## config.mk

```make
export PLATFORM = sky130hd
export DESIGN_NAME = ps2_scancode_tracker
export DESIGN_NICKNAME = d
export VERILOG_FILES = /design/src/rtl/ps2_pkg.sv /design/src/rtl/ps2_history_buffer.sv /design/src/rtl/ps2_scancode_tracker.sv
export SDC_FILE = /design/constraint.sdc
export NUM_CORES = 1
export LEC_CHECK = 0
export CELL_PAD_IN_SITES_DETAIL_PLACEMENT = 1
export CELL_PAD_IN_SITES_GLOBAL_PLACEMENT = 1
export CORE_MARGIN = 2
export CORE_UTILIZATION = 43
export DETAILED_ROUTE_END_ITERATION = 7
export DONT_BUFFER_PORTS = 1
export GPL_ROUTABILITY_DRIVEN = 0
export PLACE_DENSITY_LB_ADDON = 0.1
export SYNTH_ARGS = -nofsm -noshare
export SYNTH_HDL_FRONTEND = slang
export SYNTH_SLANG_ARGS = --single-unit
```

## constraint.sdc

```tcl
create_clock -name CLOCK_50 -period 2.28 [get_ports CLOCK_50]
set_input_delay 0.456 -clock CLOCK_50 [delete_from_list [all_inputs] [get_ports CLOCK_50]]
set_output_delay 0.456 -clock CLOCK_50 [all_outputs]
set_load 0.03 [all_outputs]
```

## src/rtl/ps2_pkg.sv

```systemverilog
// ---------------------------------------------------------------------------
// ps2_pkg
// Shared definitions for the PS/2 scancode tracker: prefix and controller
// error byte values, the parser state encoding, the Pause sequence length,
// and small byte-classification helpers.
// ---------------------------------------------------------------------------
package ps2_pkg;

    typedef logic [7:0] scancode_t;

    localparam scancode_t CODE_E0     = 8'hE0;  // extended-key prefix
    localparam scancode_t CODE_F0     = 8'hF0;  // break (release) prefix
    localparam scancode_t CODE_E1     = 8'hE1;  // Pause sequence lead-in
    localparam scancode_t CODE_ERR_00 = 8'h00;  // controller error
    localparam scancode_t CODE_ERR_FF = 8'hFF;  // controller overrun

    // Bytes that follow E1 in the Pause make sequence (14 77 E1 F0 14 F0 77).
    localparam logic [2:0] PAUSE_SKIP_LEN = 3'd7;

    typedef enum logic [2:0] {
        IDLE,
        GOT_E0,
        GOT_F0,
        GOT_E0F0,
        SKIP
    } parser_state_t;

    function automatic logic is_prefix(input scancode_t b);
        return (b == CODE_E0) || (b == CODE_F0) || (b == CODE_E1);
    endfunction

    function automatic logic is_error_code(input scancode_t b);
        return (b == CODE_ERR_00) || (b == CODE_ERR_FF);
    endfunction

endpackage

```

## src/rtl/ps2_history_buffer.sv

```systemverilog
// ---------------------------------------------------------------------------
// ps2_history_buffer
// Shift register of the most recent DEPTH make codes with a saturating
// occupancy count. Entry 0 is the newest; a write pushes every entry one
// slot older and drops the oldest when full.
//
// Ports:
//   CLOCK_50       in   clock, rising edge
//   reset          in   synchronous active-high reset
//   wr_en          in   push one make event this cycle
//   wr_code        in   make scancode to push
//   wr_ext         in   extended flag of the pushed make
//   history_data   out  entry i at bits [8i+7:8i]
//   history_ext    out  extended flag, bit i matches entry i
//   history_count  out  valid entries, saturates at DEPTH
// ---------------------------------------------------------------------------
module ps2_history_buffer
    import ps2_pkg::*;
#(
    parameter int DEPTH = 4
) (
    input  logic                       CLOCK_50,
    input  logic                       reset,
    input  logic                       wr_en,
    input  scancode_t                  wr_code,
    input  logic                       wr_ext,
    output logic [DEPTH*8-1:0]         history_data,
    output logic [DEPTH-1:0]           history_ext,
    output logic [$clog2(DEPTH+1)-1:0] history_count
);

    localparam int CNT_W = $clog2(DEPTH + 1);
    localparam logic [CNT_W-1:0] COUNT_FULL = CNT_W'(DEPTH);

    always_ff @(posedge CLOCK_50) begin
        if (reset) begin
            // NOTE: this history is a handful of flops, not a RAM, so it is
            // cleared on reset; stale codes must never read back as valid.
            history_data  <= '0;
            history_ext   <= '0;
            history_count <= '0;
        end else if (wr_en) begin
            for (int i = DEPTH - 1; i > 0; i--) begin
                history_data[8*i +: 8] <= history_data[8*(i-1) +: 8];
                history_ext[i]         <= history_ext[i-1];
            end
            history_data[7:0] <= wr_code;
            history_ext[0]    <= wr_ext;
            if (history_count != COUNT_FULL) begin
                history_count <= history_count + 1'b1;
            end
        end
    end

endmodule

```

## src/rtl/ps2_scancode_tracker.sv

```systemverilog
// ---------------------------------------------------------------------------
// ps2_scancode_tracker
// Decodes PS/2 set-2 scancode bytes into key events (make/release, extended),
// discards the Pause sequence, abandons stale prefixes after a timeout,
// optionally suppresses typematic repeats, and logs reported makes into a
// history buffer.
//
// Ports:
//   CLOCK_50          in   clock, rising edge
//   reset             in   synchronous active-high reset
//   received_data     in   byte from the PS/2 controller
//   received_data_en  in   one-cycle strobe qualifying received_data
//   event_valid       out  one-cycle pulse per decoded event
//   event_code        out  scancode of the last event, prefixes stripped
//   event_extended    out  last event carried an E0 prefix
//   event_release     out  last event carried an F0 prefix
//   history_data      out  logged make codes, entry 0 newest
//   history_ext       out  extended flag per history entry
//   history_count     out  valid history entries, saturates at DEPTH
// ---------------------------------------------------------------------------
module ps2_scancode_tracker
    import ps2_pkg::*;
#(
    parameter int DEPTH          = 4,
    parameter int TIMEOUT_CYCLES = 100000,
    parameter bit FILTER_REPEAT  = 1'b1
) (
    input  logic                       CLOCK_50,
    input  logic                       reset,
    input  logic [7:0]                 received_data,
    input  logic                       received_data_en,
    output logic                       event_valid,
    output logic [7:0]                 event_code,
    output logic                       event_extended,
    output logic                       event_release,
    output logic [DEPTH*8-1:0]         history_data,
    output logic [DEPTH-1:0]           history_ext,
    output logic [$clog2(DEPTH+1)-1:0] history_count
);

    localparam int TMO_W = $clog2(TIMEOUT_CYCLES + 1);
    localparam logic [TMO_W-1:0] TMO_LAST = TMO_W'(TIMEOUT_CYCLES - 1);

    parser_state_t    state, state_next;
    logic [2:0]       skip_cnt, skip_next;
    logic [TMO_W-1:0] timeout_cnt;
    logic             timeout_hit;

    logic             emit, emit_ext, emit_rel;

    scancode_t        last_make_code;
    logic             last_make_ext;
    logic             last_make_valid;
    logic             matches_last;
    logic             report;
    logic             hist_wr;

    // The counter sits one short of the limit on the cycle the limit is
    // reached, so the forced return to IDLE lands on that edge.
    assign timeout_hit = (state != IDLE) && (timeout_cnt == TMO_LAST);

    // ---------------- parser next-state / event decode ----------------
    always_comb begin
        // NOTE: every output of this block gets a default first, so no path
        // leaves a signal unassigned and no latch is inferred.
        state_next = state;
        skip_next  = skip_cnt;
        emit       = 1'b0;
        emit_ext   = 1'b0;
        emit_rel   = 1'b0;

        if (received_data_en) begin
            // A strobe always wins over a coincident timeout expiry.
            if (is_error_code(received_data)) begin
                state_next = IDLE;
                skip_next  = '0;
            end else begin
                unique case (state)
                    IDLE: begin
                        if (received_data == CODE_E0) begin
                            state_next = GOT_E0;
                        end else if (received_data == CODE_F0) begin
                            state_next = GOT_F0;
                        end else if (received_data == CODE_E1) begin
                            state_next = SKIP;
                            skip_next  = PAUSE_SKIP_LEN;
                        end else begin
                            emit = 1'b1;
                        end
                    end
                    GOT_E0: begin
                        if (received_data == CODE_F0) begin
                            state_next = GOT_E0F0;
                        end else if (received_data != CODE_E0) begin
                            emit       = 1'b1;
                            emit_ext   = 1'b1;
                            state_next = IDLE;
                        end
                    end
                    GOT_F0: begin
                        state_next = IDLE;
                        emit       = !is_prefix(received_data);
                        emit_rel   = 1'b1;
                    end
                    GOT_E0F0: begin
                        state_next = IDLE;
                        emit       = !is_prefix(received_data);
                        emit_ext   = 1'b1;
                        emit_rel   = 1'b1;
                    end
                    SKIP: begin
                        skip_next = skip_cnt - 3'd1;
                        if (skip_cnt == 3'd1) begin
                            state_next = IDLE;
                        end
                    end
                    default: begin
                        state_next = IDLE;
                        skip_next  = '0;
                    end
                endcase
            end
        end else if (timeout_hit) begin
            state_next = IDLE;
            skip_next  = '0;
        end
    end

    // ---------------- parser state and counters ----------------
    always_ff @(posedge CLOCK_50) begin
        if (reset) begin
            state       <= IDLE;
            skip_cnt    <= '0;
            timeout_cnt <= '0;
        end else begin
            // NOTE: non-blocking assignments here so every register samples
            // pre-edge values, independent of statement order.
            state    <= state_next;
            skip_cnt <= skip_next;
            if (received_data_en || state == IDLE || timeout_hit) begin
                timeout_cnt <= '0;
            end else begin
                timeout_cnt <= timeout_cnt + 1'b1;
            end
        end
    end

    // ---------------- typematic repeat filter ----------------
    assign matches_last = last_make_valid
                       && (last_make_code == received_data)
                       && (last_make_ext == emit_ext);

    assign report  = emit && (emit_rel || !(FILTER_REPEAT && matches_last));
    assign hist_wr = report && !emit_rel;

    always_ff @(posedge CLOCK_50) begin
        if (reset) begin
            last_make_code  <= '0;
            last_make_ext   <= 1'b0;
            last_make_valid <= 1'b0;
        end else if (report) begin
            if (!emit_rel) begin
                last_make_code  <= received_data;
                last_make_ext   <= emit_ext;
                last_make_valid <= 1'b1;
            end else if (matches_last) begin
                // Releasing the held key rearms reporting of its next make.
                last_make_valid <= 1'b0;
            end
        end
    end

    // ---------------- event outputs ----------------
    always_ff @(posedge CLOCK_50) begin
        if (reset) begin
            event_valid    <= 1'b0;
            event_code     <= '0;
            event_extended <= 1'b0;
            event_release  <= 1'b0;
        end else begin
            event_valid <= report;
            if (report) begin
                event_code     <= received_data;
                event_extended <= emit_ext;
                event_release  <= emit_rel;
            end
        end
    end

    // ---------------- make history ----------------
    ps2_history_buffer #(
        .DEPTH (DEPTH)
    ) u_history (
        .CLOCK_50      (CLOCK_50),
        .reset         (reset),
        .wr_en         (hist_wr),
        .wr_code       (received_data),
        .wr_ext        (emit_ext),
        .history_data  (history_data),
        .history_ext   (history_ext),
        .history_count (history_count)
    );

endmodule

```

==> flow_summary_export.csv <==
group,metric,value,unit
routing,drc,0,
timing,final-hold-violation-count,0,
critical_path,end_kind,"flop",
yosys,synthesis.area,3410,µm²
grt,track_usage,0.198,
yosys,synth_edf_count,0,
final_layout,num_antenna_cells,0,
critical_path,cp-start-kind,"flop",
critical_path,crit_cells,6,
place,port-buffer-count,0,
clocking,cts_setup_buffers,0,
timing,setup_ws,0.237,ns
power_and_ir_drop,p_per_area,678,nW/µm²
critical_path,critPathArrivalTime,2.28,ns
final_layout,layout_commonest_cell,"dfxtp_1",
timing,skew,0.0139,ns
critical_path,r2r_cells,6,
timing,finalSetupViolCount,0,
routing,antenna_left,0,
final_layout,drive_above_1_share,0.126,
critical_path,cp_slowest_cell,"or4_1",
clocking,clkSinkCount,74,
timing,rsz0062_at_grt,"no",
power_and_ir_drop,cellLeakagePower,1.48,nW
clocking,clkLatencyLatePin,0.35,ns
grt,grt_pass1_vias,2701,
yosys,netlist_instances,365,
critical_path,worstPathMaxFanout,22,
routing,routed_via_density,5.43,
clocking,cts_buffers,9,
timing,period_share,0.896,
place,dp_slack,-0.0647,ns
yosys,ys_seq_elements,74,
grt,grt_pass1_wl,13600,µm
die,io-pin-count,61,
critical_path,crit_type,"flop to flop",
clocking,htreeDepth,3,
status,status,"complete, no violations",
die,coreArea,7730,µm²
timing,fmax,490,MHz
yosys,ys.flop_type,"dfxtp_1",
yosys,syn_avg_cell_area,9.35,µm²
hold_path,hp-class,"input pin to flop",
yosys,yosys.cell_types.count,51,
routing,drt_wl_total,7990,µm
yosys,synthArstFlopShare,0,
clocking,cts_tree,"built",
yosys,ys_seq_area_frac,0.434,
routing,first_pass_iters,4,
timing,period_needed,2.04,ns
critical_path,max_stage_delay,0.57,ns
timing,drv_slew,0,
critical_path,critPathTopFamily,"simple AND/OR/NAND/NOR gates",
clocking,clkTransAtPathRegs,0.09,ns
place,dp_hpwl,5790,µm
clocking,cts-hold-fix-buffers,0,
grt,grt_max_degree,56,
clocking,cts_resized,0,
grt,antenna_found_initial,0,
die,die_w,93.1,µm
critical_path,worstPathRequired,2.52,ns
critical_path,path_cells,"nand3b_1, or4_1, a31oi_4, buf_12, mux2i_1, nor2_1",
routing,vias,2619,
critical_path,worst-path-buf-inv,1,
routing,wl_per_cell,16.6,µm
flow_run,drv_cap,0,
final_layout,layout_common_cells,"74 x dfxtp_1, 65 x nor2_1, 45 x mux2i_1, 21 x buf_4, 15 x a21oi_1",
clocking,root_buffer,"clkbuf_8",
final_layout,fill_cells,905,
die,dieArea,8670,µm²
clocking,clock_path_buffers,2,
die,placement_rows,32,
final_layout,fin_nets,391,
routing,first_iter_violations,90,
timing,maxSlewHeadroom,0.675,
power_and_ir_drop,peakVddDrop,0.460,mV
timing,fin_tns_setup,0,ns
grt,overflow,0,
die,die_h,93.1,µm
final_layout,area_delta_synth_final,10.4,%
hold_path,hold_depth,1,
timing,worstMarginPinSlew,0.483,ns
power_and_ir_drop,p_total,2.55,mW
final_layout,final_util,0.488,
die,initial_utilization,0.442,
yosys,syn_nets,381,
yosys,yosysWarnings,0,
==> layout make-up <==
cell class | count | area [µm²] | area share
multi-input combinational | 255 | 1740 | 0.461
clock buffer | 11 | 141 | 0.0375
timing repair buffer | 23 | 198 | 0.0525
inverter | 12 | 45.0 | 0.0120
sequential | 74 | 1480 | 0.393
tap | 102 | 128 | 0.0339
clock inverter | 5 | 38.8 | 0.0103
==> cells in the mapped netlist, types with 8 or more instances <==
master,n,area share
dfxtp_1,74,0.43
nor2_1,65,0.071
mux2i_1,45,0.13
a21oi_1,15,0.022
nand2_1,14,0.015
clkbuf_1,12,0.013
inv_1,11,0.012
nand3_1,11,0.016
xnor2_1,11,0.028
xor2_1,11,0.028
nand4_1,8,0.015
==> registers in the layout (all words and copies together), names as in the netlist <==
signal                   count
last_make_code               7
event_valid                  1
state                        3
event_release                1
event_code                   8
u_history.history_count      3
timeout_cnt                 17
u_history.history_ext        4
u_history.history_data      25
skip_cnt                     3
last_make_valid              1
event_extended               1
==> per-layer routing <==
layer,global-route usage,wire [µm],share of wire
met1,0.246,3580,0.45
met5,0,0,0
met2,0.331,3920,0.49
met4,0.0453,68,0.0085
met3,0.0709,416,0.052
==> final timing paths <==
kind | startpoint | slack [ns] | end
setup reg to reg | state[2] | 0.24 | u_history.history_data[12]
setup / recovery | state[2] | 0.24 | u_history.history_data[12]
hold reg to reg | skip_cnt[1] | 0.45 | skip_cnt[1]
hold / removal | reset | 0.17 | event_code[0]
==> logic make-up after synthesis <==
| logic type | count (synthesis) | synth area share |
|---|---|---|
| AND/OR/NAND/NOR | 138 | 0.202 |
| flip-flops | 74 | 0.434 |
| AO/OA/AOI/OAI | 45 | 0.0964 |
| multiplexers | 45 | 0.132 |
| buffers and inverters | 36 | 0.0612 |
| XOR/XNOR | 22 | 0.0565 |
| adder cells (fa/ha/maj) | 5 | 0.0183 |
==> where the power goes <==
part           switching, mW  internal, mW  total [mW]
clock                  0.505         0.429       0.933
combinational          0.127         0.104       0.231
sequential            0.0624          1.33        1.39
total                  0.694          1.86        2.55
==> stage by stage <==
step                      hold WS [ns]  std cells  area (µm²)
after global routing             0.148        482        3770
after global placement           0.435        466        3590
final                            0.168        482        3770
after floorplan                  0.432        365        3430
after detailed placement         0.444        466        3590
after CTS                        0.148        482        3770
No activity file was read; power rests on OpenSTA's default activity.
